===== config.mk =====
export PLATFORM = sky130hd
export DESIGN_NAME = alu_mp_sequencer
export DESIGN_NICKNAME = d
export VERILOG_FILES = /design/src/rtl/alu_mp_sequencer.sv
export SDC_FILE = /design/constraint.sdc
export NUM_CORES = 1
export LEC_CHECK = 0
export ABC_AREA = 1
export CAP_MARGIN = 0
export CORE_ASPECT_RATIO = 1.5
export CORE_MARGIN = 2
export CORE_UTILIZATION = 45
export CTS_BUF_LIST = sky130_fd_sc_hd__clkbuf_8
export DETAILED_ROUTE_END_ITERATION = 10
export MAX_ROUTING_LAYER = met4
export PLACE_DENSITY_LB_ADDON = 0.15
export SYNTH_ARGS = -nofsm -noshare
export SYNTH_HDL_FRONTEND = slang
export SYNTH_SLANG_ARGS = --single-unit

===== constraint.sdc =====
create_clock -name i_clk -period 2.05 [get_ports i_clk]
set_input_delay 0.3075 -clock i_clk [delete_from_list [all_inputs] [get_ports i_clk]]
set_output_delay 0.3075 -clock i_clk [all_outputs]
set_load 0.01 [all_outputs]

===== src/rtl/alu_mp_sequencer.sv =====
// alu_mp_sequencer: multi-precision add/sub/and/or sequencer that drives an
// external 8-bit ALU one byte-slice per cycle, least-significant byte first.
//
// Ports:
//   i_clk, i_rst            clock, synchronous active-high reset
//   i_start                 request, sampled only in IDLE
//   i_op                    0 add, 1 sub, 2 and, 3 or
//   i_c_init                carry/borrow into byte 0 (add/sub only)
//   i_a_in, i_b_in          NBYTES-wide operands, latched on accept
//   o_busy                  high from the cycle after accept through DONE
//   o_done                  one-cycle completion pulse
//   o_result                wide result, holds until overwritten in RUN
//   o_c_flag/z_flag/n_flag  aggregate carry/borrow, zero, negative
//   o_alu_in1/in2/c_in/opcode  ALU request (combinational from state)
//   i_alu_out, i_alu_c_out  ALU result byte and carry/borrow out
module alu_mp_sequencer #(
  parameter int unsigned NBYTES = 4
) (
  input  logic                  i_clk,
  input  logic                  i_rst,
  input  logic                  i_start,
  input  logic [1:0]            i_op,
  input  logic                  i_c_init,
  input  logic [8*NBYTES-1:0]   i_a_in,
  input  logic [8*NBYTES-1:0]   i_b_in,
  output logic                  o_busy,
  output logic                  o_done,
  output logic [8*NBYTES-1:0]   o_result,
  output logic                  o_c_flag,
  output logic                  o_z_flag,
  output logic                  o_n_flag,
  output logic [7:0]            o_alu_in1,
  output logic [7:0]            o_alu_in2,
  output logic                  o_alu_c_in,
  output logic [2:0]            o_alu_opcode,
  input  logic [7:0]            i_alu_out,
  input  logic                  i_alu_c_out
);

  // ALU function codes (shared with the ALU's defines).
  localparam logic [2:0] ADD_FN  = 3'd0;
  localparam logic [2:0] ADDC_FN = 3'd1;
  localparam logic [2:0] SUB_FN  = 3'd2;
  localparam logic [2:0] SUBC_FN = 3'd3;
  localparam logic [2:0] AND_FN  = 3'd4;
  localparam logic [2:0] OR_FN   = 3'd5;

  localparam int unsigned W  = 8 * NBYTES;
  localparam int unsigned IW = (NBYTES > 1) ? $clog2(NBYTES) : 1;
  localparam logic [IW-1:0] LAST_IDX = IW'(NBYTES - 1);

  typedef enum logic [1:0] {
    S_IDLE = 2'd0,
    S_RUN  = 2'd1,
    S_DONE = 2'd2
  } state_t;

  state_t          r_state;
  state_t          w_next;
  logic [W-1:0]    r_a;
  logic [W-1:0]    r_b;
  logic [1:0]      r_op;
  logic            r_c_init;
  logic [IW-1:0]   r_idx;
  logic            r_carry;
  logic            r_zacc;
  logic            r_busy;
  logic            r_done;
  logic [W-1:0]    r_result;
  logic            r_c_flag;
  logic            r_z_flag;
  logic            r_n_flag;

  logic            w_accept;
  logic            w_run;
  logic            w_last;
  logic            w_arith;
  logic [7:0]      w_a_byte;
  logic [7:0]      w_b_byte;
  logic [7:0]      w_alu_in1;
  logic [7:0]      w_alu_in2;
  logic            w_alu_c_in;
  logic [2:0]      w_alu_opcode;
  logic            w_zacc_next;

  // add/sub chain a carry; and/or do not
  assign w_arith  = ~r_op[1];
  assign w_a_byte = r_a[{r_idx, 3'b000} +: 8];
  assign w_b_byte = r_b[{r_idx, 3'b000} +: 8];
  assign w_zacc_next = r_zacc | (|i_alu_out);

  // State register.
  always_ff @(posedge i_clk) begin
    if (i_rst) begin
      r_state <= S_IDLE;
    end else begin
      r_state <= w_next;
    end
  end

  // Next state and ALU request; ALU is idle (0/0/0/ADD) outside RUN.
  always_comb begin
    w_next       = r_state;
    w_accept     = 1'b0;
    w_run        = 1'b0;
    w_last       = 1'b0;
    w_alu_in1    = 8'd0;
    w_alu_in2    = 8'd0;
    w_alu_c_in   = 1'b0;
    w_alu_opcode = ADD_FN;
    unique case (r_state)
      S_IDLE: begin
        if (i_start) begin
          w_accept = 1'b1;
          w_next   = S_RUN;
        end
      end
      S_RUN: begin
        w_run     = 1'b1;
        w_last    = (r_idx == LAST_IDX);
        w_alu_in1 = w_a_byte;
        w_alu_in2 = w_b_byte;
        unique case (r_op)
          2'd0:    w_alu_opcode = ADDC_FN;
          2'd1:    w_alu_opcode = SUBC_FN;
          2'd2:    w_alu_opcode = AND_FN;
          default: w_alu_opcode = OR_FN;
        endcase
        if (w_arith) begin
          w_alu_c_in = (r_idx == '0) ? r_c_init : r_carry;
        end
        if (w_last) begin
          w_next = S_DONE;
        end
      end
      S_DONE: begin
        w_next = S_IDLE;
      end
      default: begin
        w_next = S_IDLE;
      end
    endcase
  end

  // Operand latch, byte capture, carry chain and flag assembly.
  always_ff @(posedge i_clk) begin
    if (i_rst) begin
      r_a      <= '0;
      r_b      <= '0;
      r_op     <= 2'd0;
      r_c_init <= 1'b0;
      r_idx    <= '0;
      r_carry  <= 1'b0;
      r_zacc   <= 1'b0;
      r_busy   <= 1'b0;
      r_done   <= 1'b0;
      r_result <= '0;
      r_c_flag <= 1'b0;
      r_z_flag <= 1'b0;
      r_n_flag <= 1'b0;
    end else begin
      r_done <= 1'b0;
      if (w_accept) begin
        r_a      <= i_a_in;
        r_b      <= i_b_in;
        r_op     <= i_op;
        r_c_init <= i_c_init;
        r_idx    <= '0;
        r_carry  <= 1'b0;
        r_zacc   <= 1'b0;
        r_busy   <= 1'b1;
      end
      if (w_run) begin
        r_result[{r_idx, 3'b000} +: 8] <= i_alu_out;
        if (w_arith) begin
          r_carry <= i_alu_c_out;
        end
        r_zacc <= w_zacc_next;
        if (w_last) begin
          r_idx    <= '0;
          r_done   <= 1'b1;
          r_c_flag <= w_arith ? i_alu_c_out : 1'b0;
          r_z_flag <= ~w_zacc_next;
          // the last byte captured holds the result MSB
          r_n_flag <= i_alu_out[7];
        end else begin
          r_idx <= r_idx + IW'(1);
        end
      end
      if (r_state == S_DONE) begin
        r_busy <= 1'b0;
      end
    end
  end

  assign o_busy       = r_busy;
  assign o_done       = r_done;
  assign o_result     = r_result;
  assign o_c_flag     = r_c_flag;
  assign o_z_flag     = r_z_flag;
  assign o_n_flag     = r_n_flag;
  assign o_alu_in1    = w_alu_in1;
  assign o_alu_in2    = w_alu_in2;
  assign o_alu_c_in   = w_alu_c_in;
  assign o_alu_opcode = w_alu_opcode;

endmodule

# Word level (Yosys, flattened, before mapping)
# Index checks and enable logic that the tools add are counted.
# totals
inputBits	79
reg_bits	110
wordCells	64
# classes
shift	4
bitwise	3
add_sub_neg	2
mux	25
eq_ne	7
reduce_logical	9
# ops
cell	n
$shiftx A32 B6 Y8	2
$bwmux W32	1
$shift A8 B7 Y32 const A	1
$shiftx A8 B7 Y32	1
$mux W8	2
$mux W1	14
$mux W2	5
$pmux W3 S3	1
$reduce_or A8 Y1	1
$neg A5 Y7	1
$eq A2 B2 Y1 const B	3
$logic_not A2 Y1	3
$eq A2 B1 Y1 const B	2
$ne A2 B2 Y1 const B	2
$pmux W2 S2	1
$reduce_and A2 Y1	2
$reduce_or A2 Y1	2
$mux W3	1
$add A2 B1 Y2 const B	1
$not A1 Y1	2
$reduce_bool A2 Y1	1
$or A1 B1 Y1	1

# Longest topological paths before layout
# logic_depth
word_depth	5
mapped_depth	10
mapped_depth_nobuf	7

# Worst setup path before layout
# Ideal clock, no wire load.
# synth_timing
kind	register to output
start	reg r_idx[0]
end	out o_alu_c_in
t_arrival_ns	1.586
path_stages_with_launch	9
slack_ns	0.156
path_cell_list	dfxtp_1 -> buf_2 -> inv_1 -> buf_2 -> ha_1 -> inv_1 -> buf_2 -> nand2_1 -> a21oi_1
# synth_via
elab_chain_len	4
# synth_rtl
element	line	text
start: declaration	64	logic [IW-1:0] r_idx;
start signal: assignment	187	r_idx <= r_idx + IW'(1);
$logic_not A2 Y1	130	w_alu_c_in = (r_idx == '0) ? r_c_init : r_carry;
$mux W1	130	
$mux W1	129	if (w_arith) begin
$mux W1	111	unique case (r_state)
end: declaration	34	output logic o_alu_c_in,
# Every way passes these cells.

# Worst setup path after layout
# layout_timing
start	reg r_idx[0]
end	out o_alu_in2[6]
# layout_via
elab_chain_len	2
# layout_rtl
element	line	text
$shiftx A32 B6 Y8	89	assign w_b_byte = r_b[{r_idx, 3'b000} +: 8];
$mux W8	111	
end: declaration	33	output logic [7:0] o_alu_in2,
# Every way passes these cells.

==> impl_metrics.py <==
metrics = {
    "floorplan": {
        "die_y_microns": 128.7,
        "core_area_sq_um": 10130,
        "rows": 45,
        "io_pins": 136,
        "start_util_pct": 46.06,
        "die_area_sq_um": 11220,
        "fp.dieW_microns": 87.16,
    },
    "drt": {
        "wl_mm": 13.24,
        "drt_iter0_markers": 207,
        "num_vias": 4626,
        "first_pass_iters": 4,
        "viasPerCell": 5.186,
        "drc": 0,
        "wire_per_inst_microns": 14.84,
        "ant_nets": 0,
    },
    "yosys": {
        "yosys.area_share.adder_pct": 1.340,
        "ys_seq_elements": 110,
        "synth_compound_area_share_pct": 17.56,
        "synthXorXnorAreaFrac_pct": 0,
        "ys_warn_count": 0,
        "synthSimpleGateAreaFrac_pct": 28.04,
        "yosysUniqueCellTypes": 23,
        "synth_top_family_by_area": "simple AND/OR/NAND/NOR gates",
        "yosys.area.top_type": "dfxtp_1",
        "yosys-mux-area-fraction_pct": 0,
        "ys_seq_area_share_pct": 47.17,
        "syn_avg_cell_area_sq_um": 7.193,
        "syn_nets": 733,
        "synth_area_sq_um": 4668,
        "netlist.area_leader.share_pct": 47.17,
        "synth_area_leaders": "dfxtp_1 47%, nor2_1 17%, o21ai_0 10%",
        "synthCells": 649,
    },
    "worst_setup_path": {
        "critPathKind": "flip-flop to output port",
        "cp-end-kind": "output port",
        "reg2reg_to": "o_result[6]$_SDFFE_PP0P_",
        "cp-start-kind": "flip-flop",
        "r2r_setup_slack_ps": 330,
        "path_max_fanout": 14,
        "r2r_start": "r_idx[0]$_SDFFE_PP0P_",
        "crit_arrival_ps": 1660,
        "reg2reg_depth": 8,
        "required_ps": 1740,
    },
    "cts": {
        "cts_tree": "yes",
        "htreeDepth": 3,
        "clkSlewWorstSetupHoldPaths_ps": 90,
        "clockRootBuffer": "clkbuf_8",
        "clock_sinks": 110,
        "clock_path_buffers": 2,
        "worstSkewPairLatency_ps": 380,
        "cts_made_buffers": 9,
    },
    "pwr": {
        "power-per-cell-area_nw_per_um2": 703.8,
        "p_leak_uw": 0.002506,
        "irDropWorstVdd_uv": 487.5,
    },
    "sta": {
        "maxSlewViolCount": 0,
        "hold_slack_ps": 467.7,
        "tightest_slew_ps": 526.5,
        "fin_crit_ps": 1968,
        "skew_ps": 12.11,
        "setup_viol": 0,
        "tns_ps": 0,
        "max_freq_mhz": 508.1,
        "rsz0062_at_grt": "no",
        "finalHoldViolCount": 0,
        "relSlewSlack_pct": 64.86,
        "fin_crit_sh_pct": 96.00,
    },
    "finish": {
        "finish.instance_area_sq_um": 6304,
        "diodes": 0,
        "syn_to_final_growth_pct": 35.03,
        "drive_gt1_share_pct": 7.226,
        "nets": 854,
    },
    "global_route": {
        "first_global_vias": 4303,
        "antenna_found_initial": 0,
        "grt_pass1_wl_mm": 20.60,
        "grt.total_usage_pct": 24.50,
        "grt_overflow": 0,
        "grt_max_degree": 51,
    },
    "placed_design": {
        "place_area_sq_um": 6102,
        "portBuffers": 135,
        "place.detailed.hpwl_mm": 9.666,
        "gp_congestion": 0.8956,
    },
    "min_path": {
        "min_to": "o_result[3]$_SDFFE_PP0P_",
        "hold_class": "flip-flop to flip-flop",
        "hold_start": "o_result[3]$_SDFFE_PP0P_",
        "min_path_cells": 2,
    },
    "run": {
        "max_cap_viol_count": 0,
    },
    "outcome": {
        "status": "completed",
    },
}
==> flip-flops by register name (all words and copies together) (netlist names) <==
name,count
r_zacc,1
r_c_init,1
o_n_flag,1
r_idx,2
r_state,2
o_result,32
r_a,32
r_b,32
r_op,2
o_z_flag,1
o_c_flag,1
o_busy,1
o_done,1
r_carry,1
==> logic make-up after synthesis <==
family,after synthesis
buffers and inverters,56
AOI/OAI and AO/OA,162
DFF,110
and+or+nand+nor,316
adders and majority gates,5
==> report_power, final <==
part	total, uW	switching, uW	internal (uW)
registers	2350	78.8	2270
logic	842	460	381
clock network	1250	701	549
total	4440	1240	3200
==> cells in the mapped netlist <==
library cell / number
o21ai_1: 7
clkbuf_1: 16
nor2_8: 2
o21bai_1: 1
dfxtp_1: 110
nor2_1: 215
nand3_1: 14
nand3_2: 1
buf_4: 1
inv_1: 10
a21oi_1: 57
nor2_4: 4
ha_1: 5
o21ai_0: 95
nand2_4: 3
buf_6: 5
clkbuf_2: 1
inv_2: 5
buf_2: 18
o21a_1: 1
nand3_4: 1
nand2_1: 76
a21oi_2: 1
==> what timing repair did <==
item | in CTS | in global routing
pin swaps | 3 | 2
buffers inserted | 1 | 0
setup endpoints to repair | 20 | 4
cloned | 1 | 0
hold buffers | 0 | 0
gates resized for setup | 40 | 6
==> through the flow <==
| stage | util [%] | instances | setup WS (ps) | total power, uW |
|---|---|---|---|---|
| after global placement | 60.21 | 874 | 126.2 | 3218 |
| after CTS | 62.23 | 892 | 22.81 | 4462 |
| after detailed placement | 60.21 | 874 | 110.0 | 3232 |
| after floorplan | - | 649 | 156.3 | 2855 |
| after global routing | 62.20 | 892 | 2.991 | 4649 |
| final | 62.20 | 892 | 81.96 | 4436 |
==> cell type report <==
type / count / area (sq um)
Clock inverter: 7 / 58.81
Tap cell: 117 / 146.4
Sequential cell: 110 / 2208
Multi-Input combinational cell: 483 / 2198
Fill cell: 997 / 3831
Timing Repair Buffer: 151 / 1509
Inverter: 15 / 58.81
Clock buffer: 9 / 123.9
==> per-layer routing <==
| layer | vias up | routed length [microns] | track usage (%) |
|---|---|---|---|
| met4 | 0 | 403 | 10.50 |
| met5 | - | 0 | - |
| met2 | 134 | 7244 | 45.40 |
| met3 | 21 | 585 | 3.400 |
| li1 | 2333 | - | - |
| met1 | 2138 | 5008 | 25.23 |
==> how the worst max path moves through the flow <==
stage	start	to	cells past startpoint
2_1_floorplan	r_idx[0]$_SDFFE_PP0P_	o_alu_c_in	8
3_3_place_gp	r_idx[0]$_SDFFE_PP0P_	o_alu_in2[6]	6
3_5_place_dp	r_idx[0]$_SDFFE_PP0P_	o_alu_in2[6]	6
4_1_cts	r_state[0]$_SDFFE_PP0P_	o_alu_opcode[2]	5
5_1_grt	r_idx[0]$_SDFFE_PP0P_	o_alu_c_in	6
6_report	r_idx[0]$_SDFFE_PP0P_	o_alu_in2[6]	7
==> worst max-delay path: stages, from the launching register on <==
cell and delay [ps]:
dfxtp_4 400, buf_8 150, buf_4 150, nor2_1 50, nor2_1 100, o21ai_0 90, a21oi_1 180, buf_2 160
==> layout by cell type (no fill, tap or decap), drive strengths merged, types with 11 or more instances in the layout <==
cell           count
a21oi             58
buf               18
nand3             16
nand2             79
clkdlybuf4s50    115
inv               18
clkbuf            11
nor2             221
dlygate4sd2       14
o21ai            102
dfxtp            110
Note: power is estimated with default switching activity, not from simulation.
